<file path="config.mk">
export PLATFORM = sky130hd
export DESIGN_NAME = nv_nvdla_cdma_wt_rd_req_mux
export DESIGN_NICKNAME = d
export VERILOG_FILES = /design/src/rtl/nv_nvdla_cdma_wt_rd_req_mux_pkg.sv /design/src/rtl/nv_nvdla_cdma_wt_outstd_cnt.sv /design/src/rtl/nv_nvdla_cdma_wt_rd_req_mux.sv
export SDC_FILE = /design/constraint.sdc
export NUM_CORES = 1
export LEC_CHECK = 0
export ABC_CLOCK_PERIOD_IN_PS = 3160
export BUFFER_PORTS_ARGS = -buffer_cell sky130_fd_sc_hd__buf_2
export CORE_MARGIN = 5
export CORE_UTILIZATION = 25
export CTS_CLUSTER_DIAMETER = 40
export DETAILED_ROUTE_END_ITERATION = 10
export PLACE_DENSITY = 0.54
export SLEW_MARGIN = 10
export SYNTH_ARGS = -nofsm -noshare
export SYNTH_HDL_FRONTEND = slang
export SYNTH_SLANG_ARGS = --single-unit
</file>
<file path="constraint.sdc">
create_clock -name nvdla_core_clk -period 3.16 [get_ports nvdla_core_clk]
set_input_delay 0.158 -clock nvdla_core_clk [delete_from_list [all_inputs] [get_ports nvdla_core_clk]]
set_output_delay 0.158 -clock nvdla_core_clk [all_outputs]
set_load 0.01 [all_outputs]
</file>
<file path="src/rtl/nv_nvdla_cdma_wt_rd_req_mux_pkg.sv">
// Shared constants for the CDMA weight read-request mux:
// payload width, source tags and the outstanding-read limit.
package nv_nvdla_cdma_wt_rd_req_mux_pkg;

  localparam int CDMA_WT_RD_PD_W    = 79;
  localparam int CDMA_WT_MAX_OUTSTD = 128;
  localparam int CDMA_WT_CNT_W      = $clog2(CDMA_WT_MAX_OUTSTD + 1);

  localparam logic SRC_WT  = 1'b0;
  localparam logic SRC_WMB = 1'b1;

endpackage

</file>
<file path="src/rtl/nv_nvdla_cdma_wt_outstd_cnt.sv">
// Per-source outstanding-read counter: +1 on issue, -1 on return,
// full flag at the limit, zero flag, underflow pulse on a stray return.
// Ports: clk/rst, i_inc, i_dec -> o_full, o_zero, o_udf.
module nv_nvdla_cdma_wt_outstd_cnt #(
  parameter int MAX_OUTSTD = 128,
  parameter int CNT_W      = 8
) (
  input  logic clk,
  input  logic rst,
  input  logic i_inc,
  input  logic i_dec,
  output logic o_full,
  output logic o_zero,
  output logic o_udf
);

  logic [CNT_W-1:0] r_cnt;
  logic [CNT_W-1:0] w_cnt_nxt;

  assign o_zero = (r_cnt == '0);
  assign o_full = (r_cnt == CNT_W'(MAX_OUTSTD));
  assign o_udf  = i_dec & o_zero;

  // Issue and return in the same cycle cancel out.
  always_comb begin
    w_cnt_nxt = r_cnt;
    if (i_inc && !i_dec)
      w_cnt_nxt = r_cnt + 1'b1;
    else if (!i_inc && i_dec && !o_zero)
      w_cnt_nxt = r_cnt - 1'b1;
  end

  always_ff @(posedge clk) begin
    if (rst)
      r_cnt <= '0;
    else
      r_cnt <= w_cnt_nxt;
  end

  a_cnt_le_max: assert property (
    @(posedge clk) disable iff (rst)
    r_cnt <= CNT_W'(MAX_OUTSTD));

endmodule

</file>
<file path="src/rtl/nv_nvdla_cdma_wt_rd_req_mux.sv">
// Weight/WMB read-request mux behind a strict-priority 2:1 arbiter:
// one-entry registered output stage to DMA, per-source outstanding
// throttling, idle and sticky underflow-error status.
// Ports: src0/src1 req handshakes, arb req/gnt/busy, dma_rd_req_*,
// dma_rsp_done0/1, mux_idle, outstd_err.
module nv_nvdla_cdma_wt_rd_req_mux
  import nv_nvdla_cdma_wt_rd_req_mux_pkg::*;
#(
  parameter int PD_W       = CDMA_WT_RD_PD_W,
  parameter int MAX_OUTSTD = CDMA_WT_MAX_OUTSTD,
  parameter int CNT_W      = $clog2(MAX_OUTSTD + 1)
) (
  input  logic            nvdla_core_clk,
  input  logic            nvdla_core_rst,
  input  logic            src0_req_valid,
  output logic            src0_req_ready,
  input  logic [PD_W-1:0] src0_req_pd,
  input  logic            src1_req_valid,
  output logic            src1_req_ready,
  input  logic [PD_W-1:0] src1_req_pd,
  output logic            arb_req0,
  output logic            arb_req1,
  input  logic            arb_gnt0,
  input  logic            arb_gnt1,
  output logic            arb_gnt_busy,
  output logic            dma_rd_req_valid,
  input  logic            dma_rd_req_ready,
  output logic [PD_W-1:0] dma_rd_req_pd,
  output logic            dma_rd_req_src,
  input  logic            dma_rsp_done0,
  input  logic            dma_rsp_done1,
  output logic            mux_idle,
  output logic            outstd_err
);

  logic            r_valid;
  logic [PD_W-1:0] r_pd;
  logic            r_src;
  logic            r_err;

  logic w_take;
  logic w_slot_free;
  logic w_full0, w_full1;
  logic w_zero0, w_zero1;
  logic w_udf0, w_udf1;

  assign w_slot_free  = !r_valid | dma_rd_req_ready;
  assign arb_gnt_busy = !w_slot_free;

  // A full source is masked so the other one can still win.
  assign arb_req0 = src0_req_valid & !w_full0;
  assign arb_req1 = src1_req_valid & !w_full1;

  assign src0_req_ready = arb_gnt0;
  assign src1_req_ready = arb_gnt1;
  assign w_take         = arb_gnt0 | arb_gnt1;

  always_ff @(posedge nvdla_core_clk) begin
    if (nvdla_core_rst) begin
      r_valid <= 1'b0;
      r_pd    <= '0;
      r_src   <= SRC_WT;
      r_err   <= 1'b0;
    end else begin
      if (w_take) begin
        r_valid <= 1'b1;
        r_pd    <= arb_gnt1 ? src1_req_pd : src0_req_pd;
        r_src   <= arb_gnt1 ? SRC_WMB : SRC_WT;
      end else if (dma_rd_req_ready) begin
        r_valid <= 1'b0;
      end
      r_err <= r_err | w_udf0 | w_udf1;
    end
  end

  nv_nvdla_cdma_wt_outstd_cnt #(
    .MAX_OUTSTD (MAX_OUTSTD),
    .CNT_W      (CNT_W)
  ) u_cnt0 (
    .clk    (nvdla_core_clk),
    .rst    (nvdla_core_rst),
    .i_inc  (arb_gnt0),
    .i_dec  (dma_rsp_done0),
    .o_full (w_full0),
    .o_zero (w_zero0),
    .o_udf  (w_udf0)
  );

  nv_nvdla_cdma_wt_outstd_cnt #(
    .MAX_OUTSTD (MAX_OUTSTD),
    .CNT_W      (CNT_W)
  ) u_cnt1 (
    .clk    (nvdla_core_clk),
    .rst    (nvdla_core_rst),
    .i_inc  (arb_gnt1),
    .i_dec  (dma_rsp_done1),
    .o_full (w_full1),
    .o_zero (w_zero1),
    .o_udf  (w_udf1)
  );

  assign dma_rd_req_valid = r_valid;
  assign dma_rd_req_pd    = r_pd;
  assign dma_rd_req_src   = r_src;
  assign outstd_err       = r_err;
  assign mux_idle         = !r_valid & w_zero0 & w_zero1;

  a_gnt_onehot0: assert property (
    @(posedge nvdla_core_clk) disable iff (nvdla_core_rst)
    !(arb_gnt0 && arb_gnt1));

  a_no_take_when_busy: assert property (
    @(posedge nvdla_core_clk) disable iff (nvdla_core_rst)
    !(w_take && !w_slot_free));

endmodule

</file>
==> results_dict.tcl, run 1 <==
set metrics [dict create \
    cp-end-kind "output pin" \
    track_usage_pct 12.4 \
    wl_met1_um 6470 \
    power_switching_w 0.00117 \
    synth-edff-count 0 \
    cts_hold_buf 0 \
    critPathLaunchType "register" \
    intPower_w 0.00248 \
    grt_max_degree 101 \
    fmax_ghz 0.486 \
    drt-vias-per-instance 4.33 \
    clk_latency_ns 0.34 \
    worstMarginPinSlew_ns 1.15 \
    antenna_found_initial 1 \
    finalCriticalPeriod_ns 2.06 \
    placed_cell_area_um2 6400 \
    skew_ns 0.00867 \
    drt-initial-drc-count 174 \
    dieArea_um2 22600 \
    hold_viol_final 0 \
    drv_slew 0 \
    wirelength_um 14900 \
    multi_input_area_um2 2760 \
    synth_cell_types 45 \
    status "completed" \
    drive_gt1_share_pct 33.4 \
    wl_met2_um 6530 \
    cts_setup_buffers 0 \
    hp-class "in2reg" \
    setup_violations 0 \
    async_reset_ff_share_pct 0 \
    htree_num_levels 3 \
    cts_resized 0 \
    avgSynthCellArea_um2 8.11 \
    cts_inserted_buffers 9 \
    ys_ff_latch 98 \
    port_buffers 254 \
    power_frac_seq_pct 40.1 \
    insertedDiodeCount 0 \
    die_w_um 150 \
    cap_violations 0 \
    yosys_warnings 0 \
    ios 255 \
    seq_area_um2 1960 \
    fin_nets 1017 \
    setup_tns_ns 0 \
    avgRoutedWirePerCell_um 13.5 \
    cts_tree "built" \
    grt_pass1_wl_um 22400 \
    top_layer "met5" \
    p_comb_share_pct 29.1 \
    hold_ws_ns 0.0371 \
    first_global_vias 4484 \
    p_per_area_nw_per_um2 546 \
    globalplace.congestion 0.790 \
    clkPwrFrac_pct 30.9 \
    post-route-drc-count 0 \
    p_leak_nw 3.38 \
    final_area_um2 6690 \
    arrival_ns 1.90 \
    ys.flop_type "dfxtp_1" \
    ant_nets 0 \
    syn_nets 788 \
    ir_drop_mv 0.224 \
    cts_root_buf "clkbuf_16" \
    timing.final.crit_share_pct 65.1 \
    rows 51 \
    dp_hpwl_um 10900 \
    postSynthCellCount 607 \
    num_vias 4794 \
    fill_cells 2113 \
    crit_required_ns 3.00 \
    area_growth_pct 35.9 \
    rsz0062_at_grt "no" \
    switching_share_pct 32.0 \
    firstDrtPassIters 4 \
    syn_area_um2 4920 \
    clk_pin_slew_worst_paths_ns 0.07 \
    design.core.area_um2 19400 \
    die_height_um 150 \
    crit_type "reg2out" \
    slew_headroom_pct 23.6 \
    overflow 0 \
    start_util_pct 25.4 \
    dr_wl_met3_um 1590 \
    ys_seq_area_share_pct 39.8 \
    clock_sinks 98 \
    clockBufferDepth 2 \
    cp_max_fo 4 \
]
[metal layers]
layer  up-vias  track usage (%)
met2       196             19.6
met3        19             4.39
met4         2             4.62
met5         -                0
met1      2051             15.5
li1       2526                -
[critical path, cell delays in order, from the launching register on]
cell	delay, ns
dfxtp_1	0.33
or4_4	0.57
nor3_4	0.25
nand2_1	0.16
nor2_1	0.11
buf_2	0.14
[through the flow]
step | setup WS, ns | utilization (%) | power (W) | std cells
finish | 1.10 | 34.5 | 0.00365 | 1106
global route | 1.01 | 34.5 | 0.00391 | 1106
CTS | 1.09 | 34.5 | 0.00373 | 1106
detailed placement | 0.832 | 33.0 | 0.00256 | 1090
global placement | 0.816 | 33.0 | 0.00255 | 1090
floorplan | 0.895 | - | 0.00223 | 607
[cells in the mapped netlist (2+ instances only)]
cell      instances  area, um^2
a211oi_1          5        37.5
a21o_1            5        37.5
a21oi_1          92         460
a221oi_1          3        26.3
a31oi_1           3        18.8
buf_1             7        26.3
buf_2             8        40.0
buf_4             2        15.0
clkbuf_1         23        86.3
dfxtp_1          98        1960
fa_1              2        40.0
ha_1             12         150
inv_1             9        33.8
mux2i_1          86         861
nand2_1          15        56.3
nand2b_1          3        18.8
nand3_1           3        15.0
nor2_1          184         691
nor2b_1           5        31.3
nor3_1            6        30.0
nor4_1            2        12.5
o21ai_0           7        35.0
or3_1             2        12.5
xnor2_1           2        17.5
xor2_1            3        26.3
[final cells by class]
type,count,share of cell area [%]
Multi-Input combinational cell,460,41.2
Sequential cell,98,29.3
Timing Repair Buffer,258,19.6
Tap cell,265,4.96
Clock buffer,10,3.42
Clock inverter,6,0.991
Inverter,9,0.505
[layout by cell type (no fill, tap or decap), types with 2 or more instances in the layout]
master      count
ha_1           12
clkinvlp_4      3
a31oi_1         3
xor2_1          3
nand2b_1        3
a21oi_1        92
or3_1           2
nand2_1        15
dfxtp_1        98
fa_1            2
nor2b_1         5
mux2i_1        86
a211oi_1        5
nand3_1         3
inv_1           9
clkbuf_16       9
nor4_1          2
o21ai_0         7
nor2_1        184
xnor2_1         2
nor3_1          6
a21o_1          5
buf_2         251
a221oi_1        3
buf_4           7
[registers in the layout (all words and copies together), names as in the netlist]
name,cells
u_cnt1.r_cnt,8
dma_rd_req_valid,1
dma_rd_req_src,1
u_cnt0.r_cnt,8
outstd_err,1
dma_rd_req_pd,79
[worst paths after layout]
kind                                                        to  depth (start not counted)  slack [ns]                    startpoint
worst max-delay path                                  mux_idle                          5        1.10  u_cnt0.r_cnt[3]$_SDFFE_PP0P_
worst min-delay path            dma_rd_req_pd[76]$_SDFFE_PP0P_                          3        0.04               src1_req_pd[76]
worst max register to register    u_cnt1.r_cnt[7]$_SDFFE_PP0P_                          6        1.24  u_cnt1.r_cnt[1]$_SDFFE_PP0P_
worst min register to register    u_cnt0.r_cnt[2]$_SDFFE_PP0P_                          2        0.48  u_cnt0.r_cnt[2]$_SDFFE_PP0P_
[logic make-up (layout without fill, tap and decap cells)]
family,count (synthesis),in the layout,synth area share (%)
and+or+nand+nor,227,227,18.9
AOI/OAI and AO/OA,127,127,14.7
DFF,98,98,39.8
muxes,87,87,17.7
buffers and inverters,49,283,4.09
adders and majority gates,14,14,3.86
xor gates and xnor gates,5,5,0.890
[power by group through the flow]
| stage | registers [W] | logic (W) | clock network (W) |
|---|---|---|---|
| after detailed placement | 0.00149 | 0.00107 | 0 |
| after floorplan | 0.00151 | 0.000723 | 0 |
| after global routing | 0.00148 | 0.00120 | 0.00122 |
| after global placement | 0.00149 | 0.00106 | 0 |
| after CTS | 0.00146 | 0.00108 | 0.00119 |
| final | 0.00146 | 0.00106 | 0.00113 |
Note: power is estimated with default switching activity, not from simulation.
==> run 2, diff against run 1 <==
ABC_CLOCK_PERIOD_IN_PS = 1750   (was 3160)
PLACE_DENSITY = 0.56   (was 0.54)
clock period = 1.75 ns   (was 3.16 ns; I/O delays follow)
==> results_dict.tcl, run 2 (same netlist as run 1, synthesis figures left out) <==
set metrics [dict create \
    status "finished with violations" \
    failed_checks "setup timing" \
    htree_num_levels 3 \
    worstMarginPinSlew_ns 0.753 \
    dieArea_um2 22600 \
    firstDrtPassIters 4 \
    slew_headroom_pct 49.8 \
    post-route-drc-count 0 \
    rows 51 \
    cts_root_buf "clkbuf_16" \
    drive_gt1_share_pct 35.3 \
    cap_violations 0 \
    fmax_ghz 0.552 \
    overflow 0 \
    grt_max_degree 162 \
    drt-initial-drc-count 113 \
    finalCoreUtilization_pct 40.6 \
    globalplace.congestion 0.754 \
    clock_sinks 98 \
    die_height_um 150 \
    insertedDiodeCount 0 \
    port_buffers 254 \
    drt-vias-per-instance 4.34 \
    post-place-ws_ns -0.112 \
    final_common_cell "buf_2" \
    crit_required_ns 1.66 \
    place_inst 1116 \
    seq_area_um2 1970 \
    cts_inserted_buffers 9 \
    dp_hpwl_um 10900 \
    clk_pin_slew_worst_paths_ns 0.08 \
    clk_latency_ns 0.35 \
    cts_tree "built" \
    arrival_ns 1.73 \
    ios 255 \
    setup_violations 1 \
    start_util_pct 25.4 \
    largest_reg_flops 79 \
    rsz0062_at_grt "yes" \
    drv_slew 0 \
    setup_ws_ns -0.0630 \
    fin_nets 1121 \
    area_growth_pct 59.9 \
    placed_cell_area_um2 6680 \
    ir_drop_mv 0.489 \
    wirelength_um 15800 \
    finalCriticalPeriod_ns 1.81 \
    die_w_um 150 \
    crit_type "reg2out" \
    cp_max_fo 4 \
    p_leak_nw 3.90 \
    layout_common_cells "buf_2, nor2_1, dfxtp_1" \
    first_global_vias 4990 \
    design.core.area_um2 19400 \
    grt_pass1_wl_um 24400 \
    fill_cells 1999 \
    hold_viol_final 0 \
    critPathLaunchType "register" \
    cp-end-kind "output pin" \
    skew_ns 0.00964 \
    hp-class "in2reg" \
    ant_nets 0 \
    final_area_um2 7870 \
    timing.final.crit_share_pct 104 \
    clockBufferDepth 2 \
    multi_input_area_um2 2890 \
    num_vias 5254 \
    p_per_area_nw_per_um2 914 \
    track_usage_pct 13.1 \
    antenna_found_initial 0 \
    fin_cells 1210 \
    avgRoutedWirePerCell_um 13.0 \
]
-- run 2: cell count changes in the layout (fill, tap and decap cells not counted), moves of 3 or more --
cell,delta
o21ai_1,+3
a211oi_1,-3
buf_12,+4
ha_1,-3
dfxtp_2,+4
dlygate4sd3_1,+77
buf_4,+23
ha_4,+3
o21ai_0,-4
dfxtp_1,-5
-- run 2: timing repair --
action / in CTS / in global routing
pin swaps: 6 / 12
hold buffers: 77 / 0
setup endpoints to repair: 6 / 14
buffers inserted: 1 / 1
hold endpoints to repair: 77 / 0
gates resized for setup: 7 / 21
-- run 2: report_power, final --
| group | internal, W | switching, W | leakage, nW |
|---|---|---|---|
| logic | 0.00128 | 0.00117 | 2.94 |
| registers | 0.00247 | 0.000179 | 0.814 |
| clock network | 0.00114 | 0.000953 | 0.146 |
| total | 0.00489 | 0.00231 | 3.90 |
-- run 2: cell type report --
class | instances | area share [%]
clock buffer | 9 | 2.86
clock inverter | 7 | 1.08
inverter | 9 | 0.429
timing repair buffer | 362 | 29.6
sequential | 98 | 25.0
tap | 265 | 4.21
multi-input combinational | 460 | 36.8
-- run 2: final timing paths --
path | from | slack [ns] | end | cells after the start
setup reg to reg | u_cnt1.r_cnt[1]$_SDFFE_PP0P_ | 0.03 | u_cnt1.r_cnt[5]$_SDFFE_PP0P_ | 6
setup / recovery | u_cnt0.r_cnt[4]$_SDFFE_PP0P_ | -0.06 | mux_idle | 5
hold reg to reg | u_cnt1.r_cnt[5]$_SDFFE_PP0P_ | 0.48 | u_cnt1.r_cnt[5]$_SDFFE_PP0P_ | 2
hold / removal | src1_req_pd[55] | 0.01 | dma_rd_req_pd[55]$_SDFFE_PP0P_ | 3
-- run 2: critical path: stages (launching register included) --
cell and delay (ns):
dfxtp_1 0.32, or4_4 0.55, nor3_4 0.22, nand2_1 0.08, nor2_1 0.08, buf_2 0.14
-- run 2: routing by layer --
metal | vias up | wire (um) | global-route usage [%] | part of all wire [%]
met1 | 2324 | 6850 | 16.3 | 43
met3 | 11 | 1340 | 4.03 | 8.5
li1 | 2744 | - | - | -
met4 | 0 | 152 | 2.93 | 0.96
met2 | 175 | 7440 | 22.4 | 47
met5 | - | 0 | 0 | 0
-- run 2: metrics by stage --
step | setup TNS (ns) | hold WS [ns] | total power, W
final | -0.0630 | 0.0103 | 0.00720
after global routing | -0.429 | 0.00395 | 0.00771
after CTS | -0.114 | 0.000574 | 0.00717
after detailed placement | -0.359 | 0.323 | 0.00485
after global placement | -0.260 | 0.316 | 0.00484
after floorplan | -0.0282 | 0.228 | 0.00406
==> run 3, diff against run 2 <==
SKIP_CTS_REPAIR_TIMING = 1   (was unset)
==> results_dict.tcl, run 3 (same netlist as run 1, synthesis figures left out) <==
set metrics [dict create \
    ir_drop_mv 0.497 \
    power_frac_seq_pct 37.0 \
    cap_violations 0 \
    fin_nets 1106 \
    drv_slew 0 \
    design.core.area_um2 19400 \
    drive_gt1_share_pct 35.8 \
    grt_max_degree 162 \
    drt-vias-per-instance 4.35 \
    clk_latency_ns 0.35 \
    power_w 0.00717 \
    firstDrtPassIters 4 \
    crit_required_ns 1.66 \
    timing.rr.start "u_cnt1.r_cnt[1]$_SDFFE_PP0P_" \
    track_usage_pct 12.2 \
    layout_common_cells "buf_2, nor2_1, dfxtp_1" \
    post-route-drc-count 0 \
    hp-class "in2reg" \
    hold_viol_final 15 \
    finalCoreUtilization_pct 39.7 \
    intPower_w 0.00487 \
    skew_ns 0.0108 \
    reg2regPathDepth 6 \
    largest_reg_flops 79 \
    dieArea_um2 22600 \
    power_switching_w 0.00230 \
    setup_ws_ns -0.142 \
    min_from "src1_req_pd[41]" \
    final_common_cell "buf_2" \
    hold_ws_ns -0.0300 \
    clkPwrFrac_pct 29.3 \
    wirelength_um 15500 \
    die_w_um 150 \
    timing.final.crit_share_pct 108 \
    cts_root_buf "clkbuf_16" \
    cts_tree "built" \
    port_buffers 254 \
    insertedDiodeCount 0 \
    drt-initial-drc-count 148 \
    htree_num_levels 3 \
    antenna_found_initial 0 \
    failed_checks "hold timing, setup timing" \
    clk_pin_slew_worst_paths_ns 0.08 \
    globalplace.congestion 0.754 \
    avgRoutedWirePerCell_um 13.0 \
    critPathLaunchType "register" \
    first_global_vias 4600 \
    p_leak_nw 3.83 \
    area_growth_pct 56.5 \
    dp_hpwl_um 10900 \
    clockBufferDepth 2 \
    ant_nets 0 \
    finalCriticalPeriod_ns 1.89 \
    crit_type "reg2out" \
    ios 255 \
    cp_max_fo 3 \
    setup_violations 1 \
    p_per_area_nw_per_um2 930 \
    status "finished with violations" \
    clock_sinks 98 \
    critPathLaunch "u_cnt0.r_cnt[3]$_SDFFE_PP0P_" \
    overflow 0 \
    worstMarginPinSlew_ns 0.727 \
    hold_depth 3 \
    rows 51 \
    num_vias 5197 \
    slew_headroom_pct 51.5 \
    die_height_um 150 \
    start_util_pct 25.4 \
    arrival_ns 1.80 \
    switching_share_pct 32.1 \
    rsz0062_at_grt "yes" \
    cp-end-kind "output pin" \
    ff2ff_setup_slack_ns 0.03 \
    fmax_ghz 0.529 \
    grt_pass1_wl_um 22400 \
    cts_inserted_buffers 9 \
    p_comb_share_pct 33.7 \
]
[run 3: metrics by stage]
step                      setup TNS, ns  setup WS [ns]  instances  hold slack, ns  area, um^2
after detailed placement         -0.359         -0.112       1116           0.323        6680
after CTS                        -0.379         -0.261       1132         -0.0517        6990
after global routing             -0.406         -0.259       1195        0.000703        7710
after global placement           -0.260         -0.114       1116           0.316        6680
after floorplan                 -0.0282        -0.0282        607           0.228        4980
final                            -0.142         -0.142       1195         -0.0300        7710
[run 3: path summary, 6_finish.rpt]
kind | end
setup / recovery | mux_idle
hold / removal | dma_rd_req_pd[41]$_SDFFE_PP0P_
setup reg to reg | u_cnt1.r_cnt[5]$_SDFFE_PP0P_
hold reg to reg | u_cnt1.r_cnt[5]$_SDFFE_PP0P_
[run 3: worst max-delay path: stages (launching register included)]
cell and delay, ns:
dfxtp_2 0.34, or4_4 0.53, nor3_4 0.17, buf_4 0.15, nand2_2 0.04, nor2_1 0.09, buf_2 0.14
[run 3: power by group through the flow]
stage          sequential [W]  clock, W  combinational [W]
6_report              0.00265   0.00210            0.00242
4_1_cts               0.00264   0.00220            0.00218
2_1_floorplan         0.00272         0            0.00134
5_1_grt               0.00268   0.00230            0.00270
3_5_place_dp          0.00269         0            0.00217
3_3_place_gp          0.00269         0            0.00215
[run 3: layout make-up]
type                            instances  area [um^2]
Tap cell                              265          332
Fill cell                            2020        11700
Multi-Input combinational cell        460         2880
Sequential cell                        98         1970
Clock buffer                            9          225
Timing Repair Buffer                  347         2180
Clock inverter                          7         85.1
Inverter                                9         33.8
[run 3: per-layer routing]
layer	vias to the layer above	GRT usage (%)	wire [um]
met5	-	0	0
met4	0	2.79	136
met3	9	4.49	1410
met2	167	20.1	7210
met1	2301	15.3	6720
li1	2720	-	-
